==> src/rtl/dcmac_rx_merge.sv <==
// dcmac_rx_merge
//   Merges the four per-segment AXI streams from the DCMAC rx segment buffers
//   into one 128-bit packet stream. Segments are drained strictly round-robin
//   (seg0 -> seg1 -> seg2 -> seg3 -> seg0), at most one per clock. SOP/EOP
//   framing and a maximum packet length are enforced here.
//
// Ports
//   clk, resetn            single clock, asynchronous active-low reset
//   segN_tdata/tid/tuser   segment data, mty (empty high bytes), {ena, sop, err}
//   segN_tlast/tvalid      segment eop / valid
//   segN_tready            segment accept (only seg[ptr] can be ready)
//   m_axis_*               packet stream; tuser is the packet error, valid on tlast
//   proto_err              one-cycle pulse per framing violation
//   pkt_count/err_count/drop_count  saturating statistics
//
// Optional build macro
//   RX_STATS_EN  builds the statistics counters; otherwise they read as 0.
module dcmac_rx_merge #(
  parameter int MAX_PKT_BYTES = 9600,
  parameter int CNT_W         = 32
) (
  input  logic             clk,
  input  logic             resetn,
  input  logic [127:0]     seg0_tdata,
  input  logic [3:0]       seg0_tid,
  input  logic [2:0]       seg0_tuser,
  input  logic             seg0_tlast,
  input  logic             seg0_tvalid,
  output logic             seg0_tready,
  input  logic [127:0]     seg1_tdata,
  input  logic [3:0]       seg1_tid,
  input  logic [2:0]       seg1_tuser,
  input  logic             seg1_tlast,
  input  logic             seg1_tvalid,
  output logic             seg1_tready,
  input  logic [127:0]     seg2_tdata,
  input  logic [3:0]       seg2_tid,
  input  logic [2:0]       seg2_tuser,
  input  logic             seg2_tlast,
  input  logic             seg2_tvalid,
  output logic             seg2_tready,
  input  logic [127:0]     seg3_tdata,
  input  logic [3:0]       seg3_tid,
  input  logic [2:0]       seg3_tuser,
  input  logic             seg3_tlast,
  input  logic             seg3_tvalid,
  output logic             seg3_tready,
  output logic [127:0]     m_axis_tdata,
  output logic [15:0]      m_axis_tkeep,
  output logic             m_axis_tlast,
  output logic             m_axis_tuser,
  output logic             m_axis_tvalid,
  input  logic             m_axis_tready,
  output logic             proto_err,
  output logic [CNT_W-1:0] pkt_count,
  output logic [CNT_W-1:0] err_count,
  output logic [CNT_W-1:0] drop_count
);

  typedef enum logic [1:0] {IDLE = 2'd0, IN_PKT = 2'd1, DISCARD = 2'd2} state_t;

  function automatic logic [15:0] sat16(input logic [16:0] v);
    return v[16] ? 16'hFFFF : v[15:0];
  endfunction

  state_t       state_q, state_d;
  logic [1:0]   ptr_q, ptr_d;
  logic [15:0]  byte_cnt_q, byte_cnt_d;
  logic         err_acc_q, err_acc_d;
  logic [127:0] tdata_q, tdata_d;
  logic [15:0]  tkeep_q, tkeep_d;
  logic         tlast_q, tlast_d, tuser_q, tuser_d, tvalid_q, tvalid_d;
  logic         proto_err_q, proto_err_d;
  logic         drop_take;

  logic [127:0] s_data [4];
  logic [3:0]   s_mty  [4];
  logic [3:0]   s_sop, s_err, s_eop, s_valid;

  assign s_data  = '{seg0_tdata, seg1_tdata, seg2_tdata, seg3_tdata};
  assign s_mty   = '{seg0_tid, seg1_tid, seg2_tid, seg3_tid};
  assign s_sop   = {seg3_tuser[1], seg2_tuser[1], seg1_tuser[1], seg0_tuser[1]};
  assign s_err   = {seg3_tuser[0], seg2_tuser[0], seg1_tuser[0], seg0_tuser[0]};
  assign s_eop   = {seg3_tlast, seg2_tlast, seg1_tlast, seg0_tlast};
  assign s_valid = {seg3_tvalid, seg2_tvalid, seg1_tvalid, seg0_tvalid};

  // The ena bit carries no information this block needs.
  logic unused_ena;
  assign unused_ena = ^{seg0_tuser[2], seg1_tuser[2], seg2_tuser[2], seg3_tuser[2]};

  logic [127:0] cur_data;
  logic [3:0]   cur_mty;
  logic         cur_sop, cur_err, cur_eop, cur_valid;
  logic [4:0]   cur_len;
  logic [15:0]  cur_keep;
  logic [16:0]  cnt_sum;
  logic         over_len, load_ok, drop_cur, cur_ready, take;

  assign cur_data  = s_data[ptr_q];
  assign cur_mty   = s_mty[ptr_q];
  assign cur_sop   = s_sop[ptr_q];
  assign cur_err   = s_err[ptr_q];
  assign cur_eop   = s_eop[ptr_q];
  assign cur_valid = s_valid[ptr_q];
  assign cur_len   = 5'd16 - {1'b0, cur_mty};
  assign cur_keep  = 16'hFFFF >> cur_mty;
  assign cnt_sum   = {1'b0, byte_cnt_q} + {12'd0, cur_len};
  assign over_len  = cnt_sum > 17'(MAX_PKT_BYTES);

  // Segments that will be dropped never need the output register, so they
  // are accepted even while the output is stalled.
  assign load_ok   = !tvalid_q || m_axis_tready;
  assign drop_cur  = (state_q == DISCARD) || (state_q == IDLE && !cur_sop);
  assign cur_ready = resetn && (load_ok || drop_cur);
  assign take      = cur_valid && cur_ready;

  assign seg0_tready = (ptr_q == 2'd0) && cur_ready;
  assign seg1_tready = (ptr_q == 2'd1) && cur_ready;
  assign seg2_tready = (ptr_q == 2'd2) && cur_ready;
  assign seg3_tready = (ptr_q == 2'd3) && cur_ready;

  always_comb begin
    state_d     = state_q;
    ptr_d       = ptr_q;
    byte_cnt_d  = byte_cnt_q;
    err_acc_d   = err_acc_q;
    tdata_d     = tdata_q;
    tkeep_d     = tkeep_q;
    tlast_d     = tlast_q;
    tuser_d     = tuser_q;
    tvalid_d    = tvalid_q && !m_axis_tready;
    proto_err_d = 1'b0;
    drop_take   = 1'b0;
    if (take) begin
      ptr_d = ptr_q + 2'd1;
      case (state_q)
        IDLE: begin
          if (cur_sop) begin
            tvalid_d   = 1'b1;
            tdata_d    = cur_data;
            tkeep_d    = cur_keep;
            tlast_d    = cur_eop;
            tuser_d    = cur_eop && cur_err;
            byte_cnt_d = {11'd0, cur_len};
            err_acc_d  = cur_err;
            state_d    = cur_eop ? IDLE : IN_PKT;
          end else begin
            drop_take   = 1'b1;
            proto_err_d = 1'b1;
          end
        end
        IN_PKT: begin
          tvalid_d = 1'b1;
          if (cur_sop) begin
            // Missing EOP: close the open packet with an empty error beat.
            tdata_d     = '0;
            tkeep_d     = '0;
            tlast_d     = 1'b1;
            tuser_d     = 1'b1;
            drop_take   = 1'b1;
            proto_err_d = 1'b1;
            state_d     = cur_eop ? IDLE : DISCARD;
          end else if (over_len) begin
            tdata_d     = cur_data;
            tkeep_d     = cur_keep;
            tlast_d     = 1'b1;
            tuser_d     = 1'b1;
            proto_err_d = 1'b1;
            state_d     = cur_eop ? IDLE : DISCARD;
          end else begin
            tdata_d    = cur_data;
            tkeep_d    = cur_keep;
            tlast_d    = cur_eop;
            tuser_d    = cur_eop && (err_acc_q || cur_err);
            byte_cnt_d = sat16(cnt_sum);
            err_acc_d  = err_acc_q || cur_err;
            if (cur_eop) state_d = IDLE;
          end
        end
        default: begin
          drop_take = 1'b1;
          if (cur_eop) state_d = IDLE;
        end
      endcase
    end
  end

  always_ff @(posedge clk or negedge resetn) begin
    if (!resetn) begin
      state_q     <= IDLE;
      ptr_q       <= 2'd0;
      byte_cnt_q  <= '0;
      err_acc_q   <= 1'b0;
      tdata_q     <= '0;
      tkeep_q     <= '0;
      tlast_q     <= 1'b0;
      tuser_q     <= 1'b0;
      tvalid_q    <= 1'b0;
      proto_err_q <= 1'b0;
    end else begin
      state_q     <= state_d;
      ptr_q       <= ptr_d;
      byte_cnt_q  <= byte_cnt_d;
      err_acc_q   <= err_acc_d;
      tdata_q     <= tdata_d;
      tkeep_q     <= tkeep_d;
      tlast_q     <= tlast_d;
      tuser_q     <= tuser_d;
      tvalid_q    <= tvalid_d;
      proto_err_q <= proto_err_d;
    end
  end

  assign m_axis_tdata  = tdata_q;
  assign m_axis_tkeep  = tkeep_q;
  assign m_axis_tlast  = tlast_q;
  assign m_axis_tuser  = tuser_q;
  assign m_axis_tvalid = tvalid_q;
  assign proto_err     = proto_err_q;

`ifdef RX_STATS_EN
  function automatic logic [CNT_W-1:0] sat_inc(input logic [CNT_W-1:0] v, input logic en);
    return (en && (v != '1)) ? v + CNT_W'(1) : v;
  endfunction

  logic [CNT_W-1:0] pkt_count_q, pkt_count_d, err_count_q, err_count_d;
  logic [CNT_W-1:0] drop_count_q, drop_count_d;
  logic             pop_last;

  assign pop_last = tvalid_q && m_axis_tready && tlast_q;

  always_comb begin
    pkt_count_d  = sat_inc(pkt_count_q, pop_last);
    err_count_d  = sat_inc(err_count_q, pop_last && tuser_q);
    drop_count_d = sat_inc(drop_count_q, drop_take);
  end

  always_ff @(posedge clk or negedge resetn) begin
    if (!resetn) begin
      pkt_count_q  <= '0;
      err_count_q  <= '0;
      drop_count_q <= '0;
    end else begin
      pkt_count_q  <= pkt_count_d;
      err_count_q  <= err_count_d;
      drop_count_q <= drop_count_d;
    end
  end

  assign pkt_count  = pkt_count_q;
  assign err_count  = err_count_q;
  assign drop_count = drop_count_q;
`else
  logic unused_drop_take;
  assign unused_drop_take = drop_take;
  assign pkt_count  = '0;
  assign err_count  = '0;
  assign drop_count = '0;
`endif

endmodule

==> config.mk <==
export PLATFORM = sky130hd
export DESIGN_NAME = dcmac_rx_merge
export DESIGN_NICKNAME = d
export VERILOG_FILES = /design/src/rtl/dcmac_rx_merge.sv
export SDC_FILE = /design/constraint.sdc
export NUM_CORES = 1
export LEC_CHECK = 0
export CAP_MARGIN = 20
export CELL_PAD_IN_SITES_DETAIL_PLACEMENT = 1
export CELL_PAD_IN_SITES_GLOBAL_PLACEMENT = 1
export CORE_AREA = 4 4 308 310
export DETAILED_ROUTE_END_ITERATION = 16
export DIE_AREA = 0 0 312 314
export GPL_ROUTABILITY_DRIVEN = 1
export GPL_TIMING_DRIVEN = 0
export PLACE_DENSITY = 0.53
export REMOVE_ABC_BUFFERS = 1
export SLEW_MARGIN = 0
export SYNTH_ARGS = -nofsm -noshare
export SYNTH_HDL_FRONTEND = slang
export SYNTH_SLANG_ARGS = --single-unit
==> constraint.sdc <==
create_clock -name clk -period 5.7 [get_ports clk]
set_input_delay 1.425 -clock clk [delete_from_list [all_inputs] [get_ports clk]]
set_output_delay 1.425 -clock clk [all_outputs]
set_load 0.02 [all_outputs]
==> impl_metrics.prom <==
# TYPE chip_impl_metric gauge
chip_impl_info{name="status",value="complete, no violations"} 1
chip_impl_metric{name="worst_hold_path.num_cells",unit=""} 2
chip_impl_metric{name="cts_buffer_count",unit=""} 17
chip_impl_metric{name="synthesis.area_per_instance",unit="sq um"} 13.1
chip_impl_metric{name="cts_max_path_buffers",unit=""} 2
chip_impl_metric{name="synth_top_cell_area_share",unit=""} 0.383
chip_impl_metric{name="rows",unit=""} 111
chip_impl_metric{name="pin_count",unit=""} 799
chip_impl_metric{name="rrSetupSlack",unit="ns"} 0.49
chip_impl_metric{name="die_y",unit="um"} 314
chip_impl_metric{name="max_cap_viol_count",unit=""} 0
chip_impl_metric{name="layout_setup_ws",unit="ns"} 0.269
chip_impl_metric{name="stages_on_worst_setup_path",unit=""} 15
chip_impl_info{name="setup.worst_path.start_class",value="primary input"} 1
chip_impl_metric{name="worstPathBufferInverterCount",unit=""} 3
chip_impl_metric{name="total_congestion_overflow_after_global_routing",unit=""} 0
chip_impl_info{name="worst_r2r_endpoint",value="byte_cnt_q[1]$_DFFE_PN0P_"} 1
chip_impl_info{name="timing.critical_path.mode_cell",value="ha_1"} 1
chip_impl_metric{name="max_clock_freq",unit="MHz"} 184
chip_impl_metric{name="wl",unit="mm"} 67.3
chip_impl_metric{name="grt_pass1_vias",unit=""} 11600
chip_impl_metric{name="grt_first_pass_wirelength",unit="mm"} 92.5
chip_impl_metric{name="report.final.hold_viol_count",unit=""} 0
chip_impl_info{name="post_synth_main_area_contributors",value="dfrtp_1 38%, mux4_2 28%, a22o_1 11%, buf_4 6.6%, clkbuf_1 1.5%"} 1
chip_impl_metric{name="cp_max_fo",unit=""} 14
chip_impl_metric{name="timing_worst_slew_pin_value",unit="ns"} 1.01
chip_impl_metric{name="detail_route.first_pass.iterations",unit=""} 4
chip_impl_metric{name="routed_via_density",unit=""} 3.92
chip_impl_metric{name="post_route_cells_drive_above_1_share",unit=""} 0.141
chip_impl_metric{name="worst_skew_pair.late_latency",unit="ns"} 0.51
chip_impl_metric{name="timing_max_transition_violations_final",unit=""} 0
chip_impl_metric{name="worst-endpoint-required",unit="ns"} 6.08
chip_impl_info{name="timing.rr.start",value="ptr_q[0]$_DFFE_PN0P_"} 1
chip_impl_info{name="rsz0062_at_grt",value="no"} 1
chip_impl_metric{name="seq_area_frac_synth",unit=""} 0.383
chip_impl_info{name="tritoncts",value="built"} 1
chip_impl_metric{name="pwr_density_cell",unit="nW/um^2"} 469
chip_impl_info{name="crit_slowest_cell",value="mux4_2"} 1
chip_impl_metric{name="power.switching",unit="mW"} 3.96
chip_impl_info{name="timing.hold.worst.class",value="flip-flop to flip-flop"} 1
chip_impl_metric{name="core_area",unit="sq um"} 91700
chip_impl_metric{name="drt_first_iter_violations",unit=""} 622
chip_impl_metric{name="synth-edff-count",unit=""} 0
chip_impl_metric{name="globalRouteTotalUtil",unit=""} 0.132
chip_impl_metric{name="ys_warn_count",unit=""} 0
chip_impl_metric{name="pwr-share-clk",unit=""} 0.134
chip_impl_info{name="dominantRegCellSynth",value="dfrtp_1"} 1
chip_impl_metric{name="area_growth_syn_to_layout",unit="%"} 80.3
chip_impl_metric{name="power_frac_seq",unit=""} 0.229
chip_impl_metric{name="clkSinkCount",unit=""} 169
chip_impl_metric{name="leakage",unit="nW"} 7.55
chip_impl_info{name="endpoint_kind",value="flip-flop"} 1
chip_impl_metric{name="fin_util",unit=""} 0.217
chip_impl_metric{name="initial_utilization",unit=""} 0.120
chip_impl_metric{name="synth_area",unit="sq um"} 11000
chip_impl_metric{name="port_buffers",unit=""} 698
chip_impl_metric{name="cts-htree-levels",unit=""} 4
chip_impl_info{name="cp_top_family",value="compound AO/OA/AOI/OAI gates"} 1
chip_impl_metric{name="final_antenna_net_count",unit=""} 0
chip_impl_metric{name="syn_inst",unit=""} 840
chip_impl_metric{name="netlist-cell-type-count",unit=""} 69
chip_impl_metric{name="worst-r2r-cell-count",unit=""} 15
chip_impl_metric{name="power_switching_share",unit=""} 0.425
chip_impl_info{name="dominant_cell_type_by_area_after_synthesis",value="dfrtp_1"} 1
chip_impl_metric{name="placed_cells",unit=""} 2668
chip_impl_info{name="cts.root.buffer_cell",value="clkbuf_16"} 1
chip_impl_metric{name="synth-async-reset-ratio",unit=""} 1.00
chip_impl_metric{name="routed_wire_length_per_instance",unit="um"} 24.9
chip_impl_metric{name="chipWidth",unit="um"} 312
chip_impl_info{name="critPathKind",value="primary input to flip-flop"} 1
chip_impl_metric{name="cp_data_arrival_time",unit="ns"} 5.81
chip_impl_metric{name="total_die_area",unit="sq um"} 98000
chip_impl_metric{name="vias",unit=""} 10600
chip_impl_metric{name="stdcell_count",unit=""} 2709
chip_impl_metric{name="fin_skew",unit="ns"} 0.0165
chip_impl_metric{name="place.gp.congestion",unit=""} 0.884
chip_impl_info{name="timing.critical_path.to",value="byte_cnt_q[1]$_DFFE_PN0P_"} 1
chip_impl_metric{name="clkSlewWorstSetupHoldPaths",unit="ns"} 0.08
chip_impl_metric{name="post-dp-hpwl",unit="mm"} 55.6
chip_impl_metric{name="vdd.ir_drop.worst",unit="mV"} 0.238
chip_impl_metric{name="timing.critical_path.slowest_cell_delay",unit="ns"} 0.56
chip_impl_metric{name="pre_cts_slack",unit="ns"} -0.321
chip_impl_metric{name="finalNetCount",unit=""} 2067
chip_impl_metric{name="setup_tns",unit="ns"} 0
chip_impl_info{name="crit_path_cell_trace",value="clkdlybuf4s50_1 -> mux4_2 -> inv_1 -> ha_1 -> inv_1 -> ha_1 -> ha_1 -> a211oi_2 -> o21a_1 -> or4b_1 -> o22ai_2 -> a31o_2 -> a31oi_4 -> nand2b_4 -> mux2_2"} 1
chip_impl_metric{name="slew_headroom",unit=""} 0.322
chip_impl_metric{name="antenna_found_initial",unit=""} 31
chip_impl_metric{name="cell_internal_pwr",unit="mW"} 5.36
chip_impl_metric{name="synth.ff_latch_count",unit=""} 169
chip_impl_metric{name="timing.final.crit_period",unit="ns"} 5.43
chip_impl_metric{name="final.period_utilization",unit=""} 0.953
chip_impl_metric{name="remaining_drc_errors",unit=""} 0
chip_impl_metric{name="grt_max_degree",unit=""} 96
chip_impl_info{name="critPathLaunch",value="seg2_tid[0]"} 1
chip_impl_metric{name="report.final.setup_viol",unit=""} 0
chip_impl_metric{name="combPwrFrac",unit=""} 0.637
-- metrics by stage --
stage          cell area, sq um  total power, mW  hold slack, ns
5_1_grt                   19900             9.92           0.514
6_report                  19900             9.33           0.482
3_5_place_dp              19300             8.13           0.469
3_3_place_gp              18800             8.20           0.461
4_1_cts                   19800             9.47           0.489
2_1_floorplan             10400             5.84           0.482
-- state kept, by name (all words and copies together) (netlist names) --
signal         count
proto_err          1
state_q            2
m_axis_tvalid      1
ptr_q              2
m_axis_tuser       1
err_acc_q          1
m_axis_tkeep      16
byte_cnt_q        16
m_axis_tdata     128
m_axis_tlast       1
-- layout make-up --
cell class,instances,area (sq um)
fillers,10300,71800
repair buffers,716,7430
multi-input cells,579,6070
flip-flops and latches,169,4240
well taps,1186,1480
clock buffers,20,467
clock inverters,12,114
inverters,19,71.3
diodes,8,20.0
-- power by group through the flow --
stage | Clock, mW | Sequential, mW | Combinational, mW
2_1_floorplan | 0 | 2.91 | 2.92
3_3_place_gp | 0 | 2.51 | 5.68
3_5_place_dp | 0 | 2.17 | 5.97
4_1_cts | 1.32 | 2.16 | 5.99
5_1_grt | 1.35 | 2.22 | 6.36
6_report | 1.25 | 2.14 | 5.94
-- cells in the mapped netlist, types with 3 or more instances --
library cell	number
mux2_2	6
nand3_1	7
a41oi_1	3
a21oi_1	23
nand4_1	4
o21ai_1	3
buf_2	25
inv_1	19
o21a_1	3
a211oi_1	3
o22a_1	6
mux4_2	135
ha_1	13
dfrtp_1	169
nand2_1	24
clkbuf_1	44
a22o_1	135
a31oi_1	7
xnor2_1	5
and2_1	4
buf_4	97
nor4_1	3
o21ai_0	13
o211ai_1	3
a21o_1	3
nor2_1	25
nor3_1	7
-- worst min-delay path: cells and delay by family, from the launching register on --
family | cells | cell delay [ns]
DFF | 1 | 0.35
and+or+nand+nor | 2 | 0.10
-- how the worst min path moves through the flow --
stage / slack (ns) / start / end
CTS: 0.49 / m_axis_tkeep[0]$_DFFE_PN0P_ / m_axis_tkeep[0]$_DFFE_PN0P_
detailed placement: 0.47 / m_axis_tkeep[0]$_DFFE_PN0P_ / m_axis_tkeep[0]$_DFFE_PN0P_
global route: 0.51 / m_axis_tkeep[0]$_DFFE_PN0P_ / m_axis_tkeep[0]$_DFFE_PN0P_
floorplan: 0.48 / err_acc_q$_DFFE_PN0P_ / err_acc_q$_DFFE_PN0P_
global placement: 0.46 / m_axis_tkeep[0]$_DFFE_PN0P_ / m_axis_tkeep[0]$_DFFE_PN0P_
finish: 0.48 / m_axis_tkeep[0]$_DFFE_PN0P_ / m_axis_tkeep[0]$_DFFE_PN0P_
-- cells in the final DEF (no fill, tap or decap), types with 3 or more instances in the layout --
cell type,n
conb_1,96
ha_1,13
a211oi_1,3
inv_1,19
a31oi_1,7
a41oi_1,3
and2_1,4
a21o_1,3
clkbuf_8,3
nand2_1,24
buf_12,8
mux4_2,135
nor4_1,3
o211ai_1,3
nor2_1,25
buf_16,10
a21oi_1,23
diode_2,8
o21a_1,3
o22a_1,6
xnor2_1,5
nand4_1,4
nor3_1,7
clkbuf_16,17
clkdlybuf4s50_1,697
dfrtp_1,167
clkinvlp_4,4
mux2_2,6
nand3_1,7
o21ai_0,13
inv_6,4
a22o_1,135
-- layer usage --
| metal | GRT usage | vias to the layer above | wire (um) |
|---|---|---|---|
| li1 | - | 4488 | - |
| met1 | 0.166 | 5599 | 27800 |
| met2 | 0.220 | 471 | 32900 |
| met3 | 0.0448 | 62 | 5600 |
| met4 | 0.0280 | 6 | 928 |
| met5 | 0 | - | 46 |
-- logic make-up (layout without fill, tap and decap cells) --
logic type	count (synthesis)	after routing	share of synthesized area
muxes	143	143	0.284
other	1	104	0.000340
AOI/OAI and AO/OA	226	226	0.167
adders and majority gates	14	14	0.0166
DFF	169	169	0.383
buffers and inverters	187	767	0.100
xor gates and xnor gates	6	6	0.00476
and+or+nand+nor	94	94	0.0437
-- what timing repair did --
item                       CTS  global route
hold buffers                 0             0
setup buffers                0             1
setup endpoints to repair    0             5
resized for setup            0             1
Power figures use the tool's default switching activity.
